**config.mk**
```make
export PLATFORM = sky130hd
export DESIGN_NAME = password_check_flat
export DESIGN_NICKNAME = d
export VERILOG_FILES = /design/src/rtl/password_check_pkg.sv /design/src/rtl/password_check_if.sv /design/src/rtl/password_check_hold_timer.sv /design/src/rtl/password_check.sv /design/src/flat_wrapper.sv
export SDC_FILE = /design/constraint.sdc
export NUM_CORES = 1
export LEC_CHECK = 0
export CORE_AREA = 3 3 95 61
export DETAILED_ROUTE_END_ITERATION = 10
export DIE_AREA = 0 0 98 64
export GPL_TIMING_DRIVEN = 0
export PLACE_DENSITY = 0.81
export SYNTH_ARGS = -nofsm -noshare
export SYNTH_HDL_FRONTEND = slang
export SYNTH_SLANG_ARGS = --single-unit
```
**constraint.sdc**
```tcl
create_clock -name clk -period 2.7 [get_ports clk]
set_clock_uncertainty 0.15 [all_clocks]
set_input_delay 0.54 -clock clk [delete_from_list [all_inputs] [get_ports clk]]
set_output_delay 0.54 -clock clk [all_outputs]
set_load 0.03 [all_outputs]
```
**src/rtl/password_check_pkg.sv**
```systemverilog
// Shared definitions for the password store / password check pair.
package password_check_pkg;

    localparam int unsigned PWD_DIGIT_W = 4;
    localparam int unsigned PWD_LEN     = 4;

    typedef logic [PWD_DIGIT_W-1:0] digit_t;

    typedef enum logic [2:0] {
        ST_IDLE,
        ST_ENTRY,
        ST_EVAL,
        ST_OPEN,
        ST_LOCKOUT
    } state_t;

endpackage

```
**src/rtl/password_check_if.sv**
```systemverilog
// Keypad, stored-password and status signals of the password checker.
interface password_check_if;
    import password_check_pkg::*;

    logic       check;
    logic       enable;
    digit_t     keyValue;
    digit_t     pwd0;
    digit_t     pwd1;
    digit_t     pwd2;
    digit_t     pwd3;
    logic       unlock;
    logic       alarm;
    logic       err;
    logic [2:0] fail_cnt;
    logic [2:0] digit_cnt;

    modport master (
        output check, enable, keyValue, pwd0, pwd1, pwd2, pwd3,
        input  unlock, alarm, err, fail_cnt, digit_cnt
    );

    modport slave (
        input  check, enable, keyValue, pwd0, pwd1, pwd2, pwd3,
        output unlock, alarm, err, fail_cnt, digit_cnt
    );
endinterface

```
**src/rtl/password_check_hold_timer.sv**
```systemverilog
// Loadable down-counter that stops at zero; shared by OPEN and LOCKOUT.
module hold_timer #(
    parameter int unsigned TMR_W = 16
) (
    input  logic             clk,
    input  logic             rst,
    input  logic             load,
    input  logic [TMR_W-1:0] load_value,
    input  logic             run,
    output logic             zero
);
    logic [TMR_W-1:0] count;

    // Load has priority; otherwise count down while running, holding at zero.
    always_ff @(posedge clk or negedge rst) begin
        if (!rst) begin
            count <= '0;
        end else if (load) begin
            count <= load_value;
        end else if (run && count != '0) begin
            count <= count - TMR_W'(1);
        end
    end

    assign zero = (count == '0);
endmodule

```
**src/rtl/password_check.sv**
```systemverilog
// Collects a 4-digit attempt, compares it with the stored password and
// drives a timed unlock or, after repeated failures, a timed lockout.
module password_check
    import password_check_pkg::*;
#(
    parameter int unsigned MAX_FAIL      = 3,
    parameter int unsigned UNLOCK_CYCLES = 500,
    parameter int unsigned LOCK_CYCLES   = 1000,
    parameter int unsigned TMR_W         = 16
) (
    input logic             clk,
    input logic             rst,
    password_check_if.slave bus
);
    localparam logic [2:0] MAX_FAIL_C = 3'(MAX_FAIL);

    state_t           state;
    digit_t           entry [PWD_LEN];
    digit_t           pwd   [PWD_LEN];
    logic             match;
    logic             lock_next;
    logic             tmr_load;
    logic             tmr_run;
    logic             tmr_zero;
    logic [TMR_W-1:0] tmr_value;
    logic             unlock_r;
    logic             alarm_r;
    logic             err_r;
    logic [2:0]       fail_cnt_r;
    logic [2:0]       digit_cnt_r;

    assign pwd[0] = bus.pwd0;
    assign pwd[1] = bus.pwd1;
    assign pwd[2] = bus.pwd2;
    assign pwd[3] = bus.pwd3;

    // Whole-attempt comparison against the live stored digits.
    always_comb begin
        match = 1'b1;
        for (int unsigned i = 0; i < PWD_LEN; i++) begin
            if (entry[i] != pwd[i]) begin
                match = 1'b0;
            end
        end
    end

    assign lock_next = (fail_cnt_r + 3'd1) == MAX_FAIL_C;
    assign tmr_load  = (state == ST_EVAL) && (match || lock_next);
    assign tmr_value = match ? TMR_W'(UNLOCK_CYCLES - 1) : TMR_W'(LOCK_CYCLES - 1);
    assign tmr_run   = (state == ST_OPEN) || (state == ST_LOCKOUT);

    hold_timer #(.TMR_W(TMR_W)) u_timer (
        .clk        (clk),
        .rst        (rst),
        .load       (tmr_load),
        .load_value (tmr_value),
        .run        (tmr_run),
        .zero       (tmr_zero)
    );

    // Main controller: entry capture, evaluation, and timed open/lockout.
    always_ff @(posedge clk or negedge rst) begin
        if (!rst) begin
            state       <= ST_IDLE;
            unlock_r    <= 1'b0;
            alarm_r     <= 1'b0;
            err_r       <= 1'b0;
            fail_cnt_r  <= '0;
            digit_cnt_r <= '0;
            for (int unsigned i = 0; i < PWD_LEN; i++) entry[i] <= '0;
        end else begin
            err_r <= 1'b0;
            case (state)
                ST_IDLE: begin
                    if (bus.check && bus.enable) begin
                        entry[0]    <= bus.keyValue;
                        digit_cnt_r <= 3'd1;
                        state       <= ST_ENTRY;
                    end
                end
                ST_ENTRY: begin
                    if (!bus.check) begin
                        for (int unsigned i = 0; i < PWD_LEN; i++) entry[i] <= '0;
                        digit_cnt_r <= '0;
                        state       <= ST_IDLE;
                    end else if (bus.enable) begin
                        entry[digit_cnt_r[1:0]] <= bus.keyValue;
                        digit_cnt_r             <= digit_cnt_r + 3'd1;
                        if (digit_cnt_r == 3'(PWD_LEN - 1)) begin
                            state <= ST_EVAL;
                        end
                    end
                end
                ST_EVAL: begin
                    for (int unsigned i = 0; i < PWD_LEN; i++) entry[i] <= '0;
                    digit_cnt_r <= '0;
                    if (match) begin
                        state      <= ST_OPEN;
                        unlock_r   <= 1'b1;
                        fail_cnt_r <= '0;
                    end else if (lock_next) begin
                        state      <= ST_LOCKOUT;
                        alarm_r    <= 1'b1;
                        fail_cnt_r <= MAX_FAIL_C;
                    end else begin
                        state      <= ST_IDLE;
                        err_r      <= 1'b1;
                        fail_cnt_r <= fail_cnt_r + 3'd1;
                    end
                end
                ST_OPEN: begin
                    if (tmr_zero) begin
                        state    <= ST_IDLE;
                        unlock_r <= 1'b0;
                    end
                end
                ST_LOCKOUT: begin
                    if (tmr_zero) begin
                        state      <= ST_IDLE;
                        alarm_r    <= 1'b0;
                        fail_cnt_r <= '0;
                    end
                end
                default: state <= ST_IDLE;
            endcase
        end
    end

    assign bus.unlock    = unlock_r;
    assign bus.alarm     = alarm_r;
    assign bus.err       = err_r;
    assign bus.fail_cnt  = fail_cnt_r;
    assign bus.digit_cnt = digit_cnt_r;
endmodule

```
**src/flat_wrapper.sv**
```systemverilog
// flat-port wrapper written by rule: the top's interface ports become plain ports
module password_check_flat import password_check_pkg::*;
#(
    parameter int unsigned MAX_FAIL      = 3,
    parameter int unsigned UNLOCK_CYCLES = 500,
    parameter int unsigned LOCK_CYCLES   = 1000,
    parameter int unsigned TMR_W         = 16
)
  (clk, rst, bus_check, bus_enable, bus_keyValue, bus_pwd0, bus_pwd1, bus_pwd2, bus_pwd3, bus_unlock, bus_alarm, bus_err, bus_fail_cnt, bus_digit_cnt);
  password_check_if bus_i ();
  input logic clk;
  input logic rst;
  input wire logic [$bits(bus_i.check)-1:0] bus_check;
  input wire logic [$bits(bus_i.enable)-1:0] bus_enable;
  input wire logic [$bits(bus_i.keyValue)-1:0] bus_keyValue;
  input wire logic [$bits(bus_i.pwd0)-1:0] bus_pwd0;
  input wire logic [$bits(bus_i.pwd1)-1:0] bus_pwd1;
  input wire logic [$bits(bus_i.pwd2)-1:0] bus_pwd2;
  input wire logic [$bits(bus_i.pwd3)-1:0] bus_pwd3;
  output wire logic [$bits(bus_i.unlock)-1:0] bus_unlock;
  output wire logic [$bits(bus_i.alarm)-1:0] bus_alarm;
  output wire logic [$bits(bus_i.err)-1:0] bus_err;
  output wire logic [$bits(bus_i.fail_cnt)-1:0] bus_fail_cnt;
  output wire logic [$bits(bus_i.digit_cnt)-1:0] bus_digit_cnt;
  assign bus_i.check = bus_check;
  assign bus_i.enable = bus_enable;
  assign bus_i.keyValue = bus_keyValue;
  assign bus_i.pwd0 = bus_pwd0;
  assign bus_i.pwd1 = bus_pwd1;
  assign bus_i.pwd2 = bus_pwd2;
  assign bus_i.pwd3 = bus_pwd3;
  assign bus_unlock = bus_i.unlock;
  assign bus_alarm = bus_i.alarm;
  assign bus_err = bus_i.err;
  assign bus_fail_cnt = bus_i.fail_cnt;
  assign bus_digit_cnt = bus_i.digit_cnt;
  password_check #(.MAX_FAIL(MAX_FAIL), .UNLOCK_CYCLES(UNLOCK_CYCLES), .LOCK_CYCLES(LOCK_CYCLES), .TMR_W(TMR_W)) u_core (.clk(clk), .rst(rst), .bus(bus_i));
endmodule
```
==> key figures, run 1 <==
Status
  • Run status: finished clean

Floorplan
  • Initial Util: 48.8%
  • Core outline area: approximately 5000 um2
  • Row Count: 20
  • Die width: just under 100 um
  • Chip Height: 64 um
  • Die Footprint: 6270 um2
  • Ports: 33

STA
  • Unrepaired setup endpoints after global routing: false
  • Final Max Tran Viols: 0
  • Final setup fails: 0
  • Slew @ Worst Pin: around 1200 ps
  • Final Hold Vio Count: 0
  • Fin crit share: 91.0%
  • Upper clock frequency limit: 407 MHz
  • Setup WS post-layout: 244 ps
  • Relative slew margins: 16.6%
  • Hold WS: ~370 ps
  • Final worst path period need: 2460 ps

Place
  • Placed cell count: between 300 and 400
  • Placer Congestion: 0.815
  • Buffers on Ports: 32
  • Dpl hpwl: 4220 um
  • Dpl ws: -98.7 ps

Critical path
  • CP Launch Type: input pin
  • CP max-delay cell: a2111oi_0
  • CP required: 2790 ps
  • Critical path class: input pin to flop
  • Critical path arrival: 2540 ps
  • CP Capture Type: flop
  • CP bufs+invs: 1
  • Crit path max-delay family: compound AO/OA/AOI/OAI gates
  • Crit Path Max Fanout: 7
  • Critical Path, Cell by Cell: clkdlybuf4s50_1, nand2_1, a2111oi_0, a22o_1
  • Slowest Stage Delay on Critical Path: 1030 ps

CTS
  • Total clock sinks: 44
  • Root buffer cell: clkbuf_8
  • H-tree depth: 2
  • CTS clk-pin slew, worst paths: approximately 90 ps
  • Clock Path Buffers: 2
  • Clk Latency, worst-skew pair: 300 ps
  • CTS tree: yes
  • Number of buffers created by CTS: 5

Synth
  • Mux share of post-synthesis cell area: 0%
  • Cells after Synth: 243
  • Synth Flop Type: dfrtp_1
  • Sequential area share after synthesis: between 40 and 50%
  • Synth Area in Adders: 4.12%
  • Post-synth EDFFs: 0
  • Avg Cell Area, Syn: 10.0 um2
  • Largest family of logic cells by synthesized area: simple AND/OR/NAND/NOR gates
  • Post-Synth Simple-Gate Area: ~20%
  • Distinct cells, synth: 42
  • Mapped Nets: 275
  • Yosys top cell area share: 45.3%
  • Post-synthesis cell area: 2430 um2
  • Yosys reg bits: 44
  • Compound-Gate Fraction of Synth Area: 17.8%
  • Post-synthesis xor/xnor area fraction: 10.1%
  • Async SR Flop Fraction: 100%
  • Area contributors post-synth: dfrtp_1, a22o_1, xnor2_1
  • Synth area leader: dfrtp_1
  • Syn. warnings: 0

Drt
  • WL final: 5620 um
  • DRT iter0 DRCs: 168
  • Routed met3 length: 397 um
  • DR vias: 1,983
  • Top Layer Used: met4
  • Wire per inst: 16.0 um
  • Residual DRC: 0
  • Router iterations before antenna repair: 4
  • Met1 WL: 2800 um
  • Vias/cell: about 5.6
  • Antenna-violating nets left: 0
  • Met2 wire length: around 2400 um

Final layout
  • Area Overhead vs Synth: 22.4%
  • N_diodes: 0
  • Share of layout cells above drive strength 1: about 6.0%
  • Area of the multi-input gates: 1270 um2
  • Core Util, Final: between 50% and 60%
  • Reg area: 1100 um2
  • Non-Filler Instances: 351
  • # nets final: around 320
  • Fill cell count: 432

Global route
  • Initial antenna violation count: 0
  • Largest net degree at the start of global routing: 32
  • Vias in the first global route: 1,870
  • Global-route wire length before repair: 9360 um
  • Gr ovfl total: 0
  • Total global routing track utilization: 18.7%

Worst hold path
  • Worst hold-check path type: flop to flop

Job
  • Max Cap Viol: 0

Power and ir drop
  • Worst IR Drop VDD: between 400 and 500 uV
  • Total power: 2.63 mW
  • Leakage: 1.14 nW
  • Power Dens Cells: 885 nW/um2
-- path summary, 6_finish.rpt --
| kind | cells past startpoint | end | start | slack (ps) |
|---|---|---|---|---|
| max | 4 | u_core.entry[12] | bus_check | 240 |
| min | 2 | u_core.bus.digit_cnt[2] | u_core.bus.digit_cnt[2] | 370 |
| max reg2reg | 5 | u_core.entry[12] | u_core.bus.digit_cnt[0] | 300 |
| min reg2reg | 2 | u_core.bus.digit_cnt[2] | u_core.bus.digit_cnt[2] | 370 |
| max in group asynchronous | 3 | u_core.u_timer.count[12] | rst | 1420 |
| min in group asynchronous | 2 | u_core.entry[1] | rst | 510 |
-- cell families after synthesis --
family	count (synthesis)
buf+inv	16
xor+xnor	28
compound gates	58
flops	44
simple gates	89
fa+ha+maj	8
-- cell type report --
cell class	instances	share of cell area, %
multi-input cells	183	42.7
clock buffers	5	2.31
clock inverters	3	1.43
inverters	10	1.26
plain buffers	6	0.883
repair buffers	34	11.6
well taps	66	2.77
flip-flops and latches	44	37.0
-- per-layer routing --
layer | vias to the layer above | global-route usage (%)
li1 | 967 | -
met1 | 942 | 28.4
met2 | 65 | 26.5
met3 | 9 | 3.93
met4 | 0 | 5.70
met5 | - | 0
-- per-stage QoR --
| stage | area [um2] | setup TNS [ps] |
|---|---|---|
| final | 2980 | 0 |
| after detailed placement | 2850 | -892 |
| after floorplan | 2430 | 0 |
| after CTS | 2970 | 0 |
| after global routing | 2980 | 0 |
| after global placement | 2830 | -9820 |
-- what timing repair did --
action / 4_1_cts / 5_1_grt
gates resized for setup: 0 / 2
endpoints found under the hold margin: 13 / 0
hold buffers: 1 / 0
endpoints found under the setup margin: 0 / 1
buffers inserted: 0 / 0
-- worst reg2reg max path: stages, from the launching register on --
cell and delay [ps]:
dfrtp_1 450, inv_1 170, ha_1 220, inv_1 50, a2111oi_0 1050, a22o_1 260
-- placed cells by master, fill, tap and decap left out, drive strengths merged, types with 2 or more instances in the layout --
master / synthesis / final
a21oi: 8 / 8
a22o: 19 / 19
and2: 2 / 2
buf: 1 / 4
clkbuf: 5 / 9
clkdlybuf4s50: 0 / 31
dfrtp: 44 / 44
ha: 8 / 8
inv: 10 / 10
nand2: 17 / 17
nand2b: 7 / 7
nand3: 8 / 8
nand4: 7 / 7
nand4b: 3 / 3
nor2: 19 / 19
nor2b: 4 / 4
nor3: 9 / 9
nor3b: 2 / 2
nor4: 4 / 4
o211ai: 3 / 3
o21ai: 6 / 6
o21bai: 6 / 6
o22ai: 3 / 3
o31ai: 4 / 4
o32ai: 2 / 2
or3b: 2 / 2
or4: 3 / 3
xnor2: 18 / 18
xor2: 10 / 10
-- registers in the layout, indices dropped and copies added, names as in the netlist --
register	count
u_core.bus.alarm	1
u_core.bus.err	1
u_core.bus.digit_cnt	3
u_core.bus.fail_cnt	3
u_core.state	3
u_core.u_timer.count	16
u_core.bus.unlock	1
u_core.entry	16
-- where the power goes --
part           total (mW)  internal [mW]  switching, mW  leakage [nW]
Sequential           1.06          0.856          0.207         0.524
Clock               0.500          0.274          0.227        0.0541
Combinational        1.07          0.478          0.592         0.563
Total                2.63           1.61           1.03          1.14
-- Yosys cell counts (4+ instances only) --
cell type and instances:
dfrtp_1 44, a22o_1 19, nor2_1 19, xnor2_1 18, nand2_1 17, inv_1 10, xor2_1 10, a21oi_1 8
ha_1 8, nor3_1 8, nand2b_1 7, nand3_1 7, nand4_1 7, o21bai_1 6, clkbuf_1 5, o21ai_0 5
nor2b_1 4, o31ai_1 4
Note: power is estimated with default switching activity, not from simulation.
==> inputs of run 2 (changes only) <==
clock period = 2.5 ns   (was 2.7 ns; I/O delays follow)
==> run 2 against run 1 <==
Net effect: clock power is 8.2% higher; utilization is 0.25 points higher; combinational power is 7% higher; global-route usage stayed put; critical path depth is 3 higher; critical path type unchanged; critical endpoint is now u_core.state[1]; largest power group is now sequential cells.
==> key figures, run 2 (synthesis gave the netlist of run 1 again) <==
STA
  • Final worst path period need: 2300 ps
  • Slew @ Worst Pin: 832 ps (was 1220 ps)
  • Hold WS: 366 ps (about the same)
  • Final Max Tran Viols: 0 (unchanged)
  • Fin crit share: 92.1%
  • Setup WS post-layout: 198 ps (was 244 ps)
  • Unrepaired setup endpoints after global routing: false (unchanged)
  • Relative slew margins: 44.4% (was 16.6%)
  • Setup TNS: 0 ps (unchanged)
  • Final setup fails: 0 (unchanged)
  • Upper clock frequency limit: roughly 430 MHz
  • Final Hold Vio Count: 0 (unchanged)

Critical path
  • CP bufs+invs: 2 (was 1)
  • CP max-delay cell: clkdlybuf4s50_1 (was a2111oi_0)
  • Reg2Reg Launch Point: u_core.u_timer.count[10] (was u_core.bus.digit_cnt[0])
  • CP endpoint: u_core.state[1] (was u_core.entry[12])
  • Cell depth of the worst setup path: 7 (was 4)
  • CP required: 2520 ps (was 2790 ps)
  • CP Launch Type: input pin (unchanged)
  • Critical Path, Cell by Cell: clkdlybuf4s50_1, xnor2_1, nand4_1, nor4_2, clkbuf_2, nor2_1, o32ai_1 (was clkdlybuf4s50_1, nand2_1, a2111oi_0, a22o_1)
  • Crit. Startpoint: bus_pwd3[2] (was bus_check)
  • Crit Path Max Fanout: 10 (was 7)
  • R2R setup slack: 220 ps (was 300 ps)
  • Crit path max-delay family: buffers and inverters (was compound AO/OA/AOI/OAI gates)
  • Register-to-Register Path Depth: 5 (unchanged)
  • Critical path class: input pin to flop (unchanged)
  • CP Capture Type: flop (unchanged)
  • Slowest Stage Delay on Critical Path: 480 ps (was 1030 ps)
  • Critical path arrival: 2320 ps (was 2540 ps)
  • Reg2reg end: u_core.u_timer.count[2] (was u_core.entry[12])

Worst hold path
  • Worst hold-check path type: flop to flop (unchanged)

Place
  • Dpl ws: -259 ps (was -98.7 ps)
  • Buffers on Ports: 32 (unchanged)
  • Dpl hpwl: 4220 um (unchanged)
  • Placer Congestion: 0.815 (unchanged)
  • Placed cell count: 342 (unchanged)
  • DP Area: 2850 um2 (unchanged)

CTS
  • Number of buffers created by CTS: 5 (unchanged)
  • Clk Latency, worst-skew pair: 300 ps (about the same)
  • CTS tree: yes (unchanged)
  • Clock Path Buffers: 2 (unchanged)
  • Post-CTS setup buffer count: 0 (unchanged)
  • Root buffer cell: clkbuf_8 (unchanged)
  • H-tree depth: 2 (unchanged)
  • CTS clk-pin slew, worst paths: 80 ps (was 90 ps)
  • Total clock sinks: 44 (unchanged)

Power and ir drop
  • Power Dens Cells: 953 nW/um2 (was 885 nW/um2)
  • Worst IR Drop VDD: 524 uV (was 488 uV)
  • Total power: 2.85 mW (was 2.63 mW)
  • Leakage: 1.15 nW (was 1.14 nW)

Drt
  • Wire per inst: 16.0 um (about the same)
  • DR vias: 1,986 (was 1,983)
  • Router iterations before antenna repair: 4 (unchanged)
  • DRT iter0 DRCs: 136 (was 168)
  • Residual DRC: 0 (unchanged)
  • WL final: 5610 um (was 5620 um)
  • Vias/cell: 5.66 (was 5.65)
  • Antenna-violating nets left: 0 (unchanged)

Global route
  • Gr ovfl total: 0 (unchanged)
  • Global-route wire length before repair: 9360 um (unchanged)
  • Largest net degree at the start of global routing: 32 (unchanged)
  • Initial antenna violation count: 0 (unchanged)
  • Vias in the first global route: 1,870 (unchanged)
  • Total global routing track utilization: 18.7% (unchanged)

Floorplan
  • Chip Height: 64 um (unchanged)
  • Die Footprint: 6270 um2 (unchanged)
  • Initial Util: 48.8% (unchanged)
  • Ports: 33 (unchanged)
  • Core outline area: 4980 um2 (unchanged)
  • Die width: 98 um (unchanged)
  • Row Count: 20 (unchanged)

Final layout
  • N_diodes: 0 (unchanged)
  • Non-Filler Instances: 351 (unchanged)
  • Most frequent cells in the layout: dfrtp_1, clkdlybuf4s50_1, nor2_1, a22o_1, xnor2_1 (unchanged)
  • # nets final: 316 (unchanged)
  • Most common cell after layout, fill and taps aside: dfrtp_1 (unchanged)
  • Fin area: 2990 um2 (was 2980 um2)
  • Share of layout cells above drive strength 1: 7.02% (was 5.96%)
  • Area Overhead vs Synth: 23.0% (was 22.4%)
  • Largest registers: u_core.entry (16), u_core.u_timer.count (16) (unchanged)
  • Core Util, Final: 60.0% (was 59.8%)

Status
  • Run status: finished clean (unchanged)

Job
  • Max Cap Viol: 0 (unchanged)
run 2: per-layer routing:
metal  global-route usage (%)  part of all wire [%]  vias up
met5                        0                     0        -
met4                     5.70                   1.4        0
met3                     3.93                   7.8        8
met2                     26.5                    42       64
met1                     28.4                    49      947
li1                         -                     -      967
run 2: cell type report:
cell class,instances,area [um2]
multi-input cells,183,1280
clock buffers,5,68.8
clock inverters,3,42.5
flip-flops and latches,44,1100
inverters,10,37.5
fillers,432,1990
plain buffers,6,27.5
repair buffers,34,345
well taps,66,82.6
run 2: power breakdown:
part           switching [mW]  internal, mW  total [mW]
registers               0.229         0.925        1.15
clock network           0.246         0.296       0.541
logic                   0.637         0.517        1.15
total                    1.11          1.74        2.85
run 2: what timing repair did:
| action | 4_1_cts | 5_1_grt |
|---|---|---|
| resized for setup | 0 | 6 |
| endpoints found under the hold margin | 13 | 0 |
| hold buffers | 1 | 0 |
| setup endpoints to repair | 0 | 15 |
run 2: worst min-delay path by stage:
stage / cells past startpoint / start / slack (ps) / to
2_1_floorplan: 0 / rst / 50 / u_core.bus.alarm
3_3_place_gp: 2 / u_core.bus.digit_cnt[2] / 360 / u_core.bus.digit_cnt[2]
3_5_place_dp: 1 / rst / 270 / u_core.entry[1]
4_1_cts: 2 / u_core.bus.digit_cnt[2] / 380 / u_core.bus.digit_cnt[2]
5_1_grt: 2 / u_core.u_timer.count[6] / 400 / u_core.u_timer.count[6]
6_report: 2 / u_core.bus.digit_cnt[2] / 370 / u_core.bus.digit_cnt[2]
run 2: worst min-delay path, stage by stage, from the launching register on:
cell	delay [ps]
dfrtp_1	370
nand2_1	60
o31ai_1	60
==> inputs of run 3 (changes only) <==
CORE_AREA = 3 3 99 63   (was 3 3 95 61)
DIE_AREA = 0 0 102 66   (was 0 0 98 64)
PLACE_DENSITY = 0.77   (was 0.81)
==> run 3 against run 2 <==
Net effect: sequential power is essentially flat; final area is 0.33% lower; via count up 0.35%; first-iteration DRC count rose by 60%; sequential share of layout area grew 0.12 points; routed wire length increased by 3.1%; total power increased by 0.23%; global-route usage down 0.46 points; clock-buffer cell count grew 1; final cell count increased by 0.85%; register-to-register slack worse by 70 ps; setup slack lost 63 ps; critical path type unchanged; highest routed layer unchanged.
==> key figures, run 3 (synthesis gave the netlist of run 1 again) <==
Critical path
  • CP bufs+invs: 2 (unchanged)
  • Register-to-Register Path Depth: 5 (unchanged)
  • Cell depth of the worst setup path: 7 (unchanged)
  • CP required: 2530 ps (was 2520 ps)
  • Crit. Startpoint: bus_pwd1[1] (was bus_pwd3[2])
  • Critical path class: input pin to flop (unchanged)
  • CP Launch Type: input pin (unchanged)
  • Slowest Stage Delay on Critical Path: 410 ps (was 480 ps)
  • Critical Path, Cell by Cell: clkdlybuf4s50_1, xnor2_1, nand4_1, nor4_2, clkbuf_2, o21a_1, nor2_1 (was clkdlybuf4s50_1, xnor2_1, nand4_1, nor4_2, clkbuf_2, nor2_1, o32ai_1)
  • Crit path max-delay family: buffers and inverters (unchanged)
  • CP Capture Type: flop (unchanged)
  • Crit Path Max Fanout: 10 (unchanged)
  • CP max-delay cell: clkdlybuf4s50_1 (unchanged)
  • Critical path arrival: 2400 ps (was 2320 ps)
  • R2R setup slack: 150 ps (was 220 ps)
  • Reg2Reg Launch Point: u_core.u_timer.count[2] (was u_core.u_timer.count[10])
  • Reg2reg end: u_core.bus.fail_cnt[2] (was u_core.u_timer.count[2])

Worst hold path
  • Worst hold-check path type: flop to flop (unchanged)
  • Worst Hold End: u_core.entry[11] (was u_core.bus.digit_cnt[2])
  • Min-Delay Path Depth: 1 (was 2)
  • Worst hold start: u_core.entry[11] (was u_core.bus.digit_cnt[2])

Place
  • Dpl hpwl: 4440 um (was 4220 um)
  • DP Area: 2850 um2 (about the same)
  • Placed cell count: 345 (was 342)
  • Dpl ws: -386 ps (was -259 ps)
  • Buffers on Ports: 32 (unchanged)
  • Placer Congestion: 0.842 (was 0.815)

STA
  • Setup WS post-layout: 135 ps (was 198 ps)
  • Final Max Tran Viols: 0 (unchanged)
  • Slew @ Worst Pin: 902 ps (was 832 ps)
  • Final Hold Vio Count: 0 (unchanged)
  • Hold WS: 378 ps (was 366 ps)
  • Fin crit share: 94.6% (was 92.1%)
  • Unrepaired setup endpoints after global routing: false (unchanged)
  • Relative slew margins: 39.7% (was 44.4%)
  • Final worst path period need: 2360 ps (was 2300 ps)
  • Upper clock frequency limit: 423 MHz (was 434 MHz)
  • Final setup fails: 0 (unchanged)

CTS
  • Clk Latency, worst-skew pair: 290 ps (was 300 ps)
  • Number of buffers created by CTS: 5 (unchanged)
  • Total clock sinks: 44 (unchanged)
  • H-tree depth: 2 (unchanged)
  • Post-CTS setup buffer count: 0 (unchanged)
  • CTS tree: yes (unchanged)
  • Clock Path Buffers: 2 (unchanged)
  • Root buffer cell: clkbuf_8 (unchanged)
  • CTS clk-pin slew, worst paths: 80 ps (about the same)

Status
  • Run status: finished clean (unchanged)

Floorplan
  • Initial Util: 44.5% (was 48.8%)
  • Ports: 33 (unchanged)
  • Row Count: 21 (was 20)
  • Core outline area: 5470 um2 (was 4980 um2)
  • Die Footprint: 6730 um2 (was 6270 um2)
  • Die width: 102 um (was 98 um)
  • Chip Height: 66 um (was 64 um)

Final layout
  • Most frequent cells in the layout: dfrtp_1, clkdlybuf4s50_1, nor2_1, a22o_1, xnor2_1 (unchanged)
  • N_diodes: 0 (unchanged)
  • Core Util, Final: 54.5% (was 60.0%)
  • Area of the multi-input gates: 1270 um2 (was 1280 um2)
  • Most common cell after layout, fill and taps aside: dfrtp_1 (unchanged)
  • # nets final: 316 (unchanged)
  • Non-Filler Instances: 354 (was 351)
  • Share of layout cells above drive strength 1: 5.96% (was 7.02%)
  • Fin area: 2980 um2 (was 2990 um2)
  • Largest registers: u_core.entry (16), u_core.u_timer.count (16) (unchanged)
  • Fill cell count: 482 (was 432)
  • Area Overhead vs Synth: 22.5% (was 23.0%)
  • Reg area: 1100 um2 (unchanged)

Global route
  • Gr ovfl total: 0 (unchanged)
  • Total global routing track utilization: 18.2% (was 18.7%)
  • Vias in the first global route: 1,863 (was 1,870)
  • Global-route wire length before repair: 9360 um (unchanged)
  • Largest net degree at the start of global routing: 38 (was 32)
  • Initial antenna violation count: 0 (unchanged)

Drt
  • WL final: 5790 um (was 5610 um)
  • Antenna-violating nets left: 0 (unchanged)
  • Residual DRC: 0 (unchanged)
  • Wire per inst: 16.3 um (was 16.0 um)
  • Vias/cell: 5.63 (was 5.66)
  • Router iterations before antenna repair: 4 (unchanged)
  • DRT iter0 DRCs: 217 (was 136)
  • DR vias: 1,993 (was 1,986)

Power and ir drop
  • Power Dens Cells: 959 nW/um2 (was 953 nW/um2)
  • Worst IR Drop VDD: 340 uV (was 524 uV)
  • Leakage: 1.15 nW (about the same)

Job
  • Max Cap Viol: 0 (unchanged)
[run 3: cell count changes in the layout (fill, tap and decap cells not counted), sizes merged]
cell / before / now
clkbuf: 10 / 11
clkinvlp: 1 / 0
[run 3: power breakdown]
group          internal, mW  total (mW)  switching, mW
sequential            0.925        1.15          0.228
combinational         0.519        1.17          0.651
clock                 0.297       0.533          0.237
[run 3: layout make-up]
cell class | count | share of cell area [%]
inverter | 10 | 1.26
timing repair buffer | 34 | 11.6
tap | 69 | 2.90
buffer | 6 | 0.924
sequential | 44 | 37.0
clock buffer | 6 | 2.44
multi-input combinational | 183 | 42.8
clock inverter | 2 | 1.18
[run 3: per-stage QoR]
step	TNS (ps)	total power [mW]
after detailed placement	-6080	2.31
after CTS	0	2.85
after global placement	-22390	2.25
after floorplan	0	1.92
final	0	2.86
after global routing	0	3.05
[run 3: worst max-delay path by stage]
stage,endpoint,slack (ps)
after global placement,u_core.u_timer.count[11],-400
final,u_core.u_timer.count[12],140
after global routing,u_core.u_timer.count[3],3
after detailed placement,u_core.u_timer.count[15],-390
after floorplan,u_core.entry[12],490
after CTS,u_core.u_timer.count[10],50
[run 3: repair_timing]
item                                    4_1_cts  5_1_grt
hold buffers                                  1        0
endpoints found under the setup margin        9       15
hold endpoints to repair                      7        0
gates resized for setup                       1        3
[run 3: routing by layer]
layer	vias to the layer above	GRT usage [%]	wire length, um	part of all wire (%)
met3	5	2.95	235	4.1
li1	970	-	-	-
met2	48	24.7	2410	42
met1	970	29.1	3080	53
met5	-	0	0	0
met4	0	5.56	58	1.0
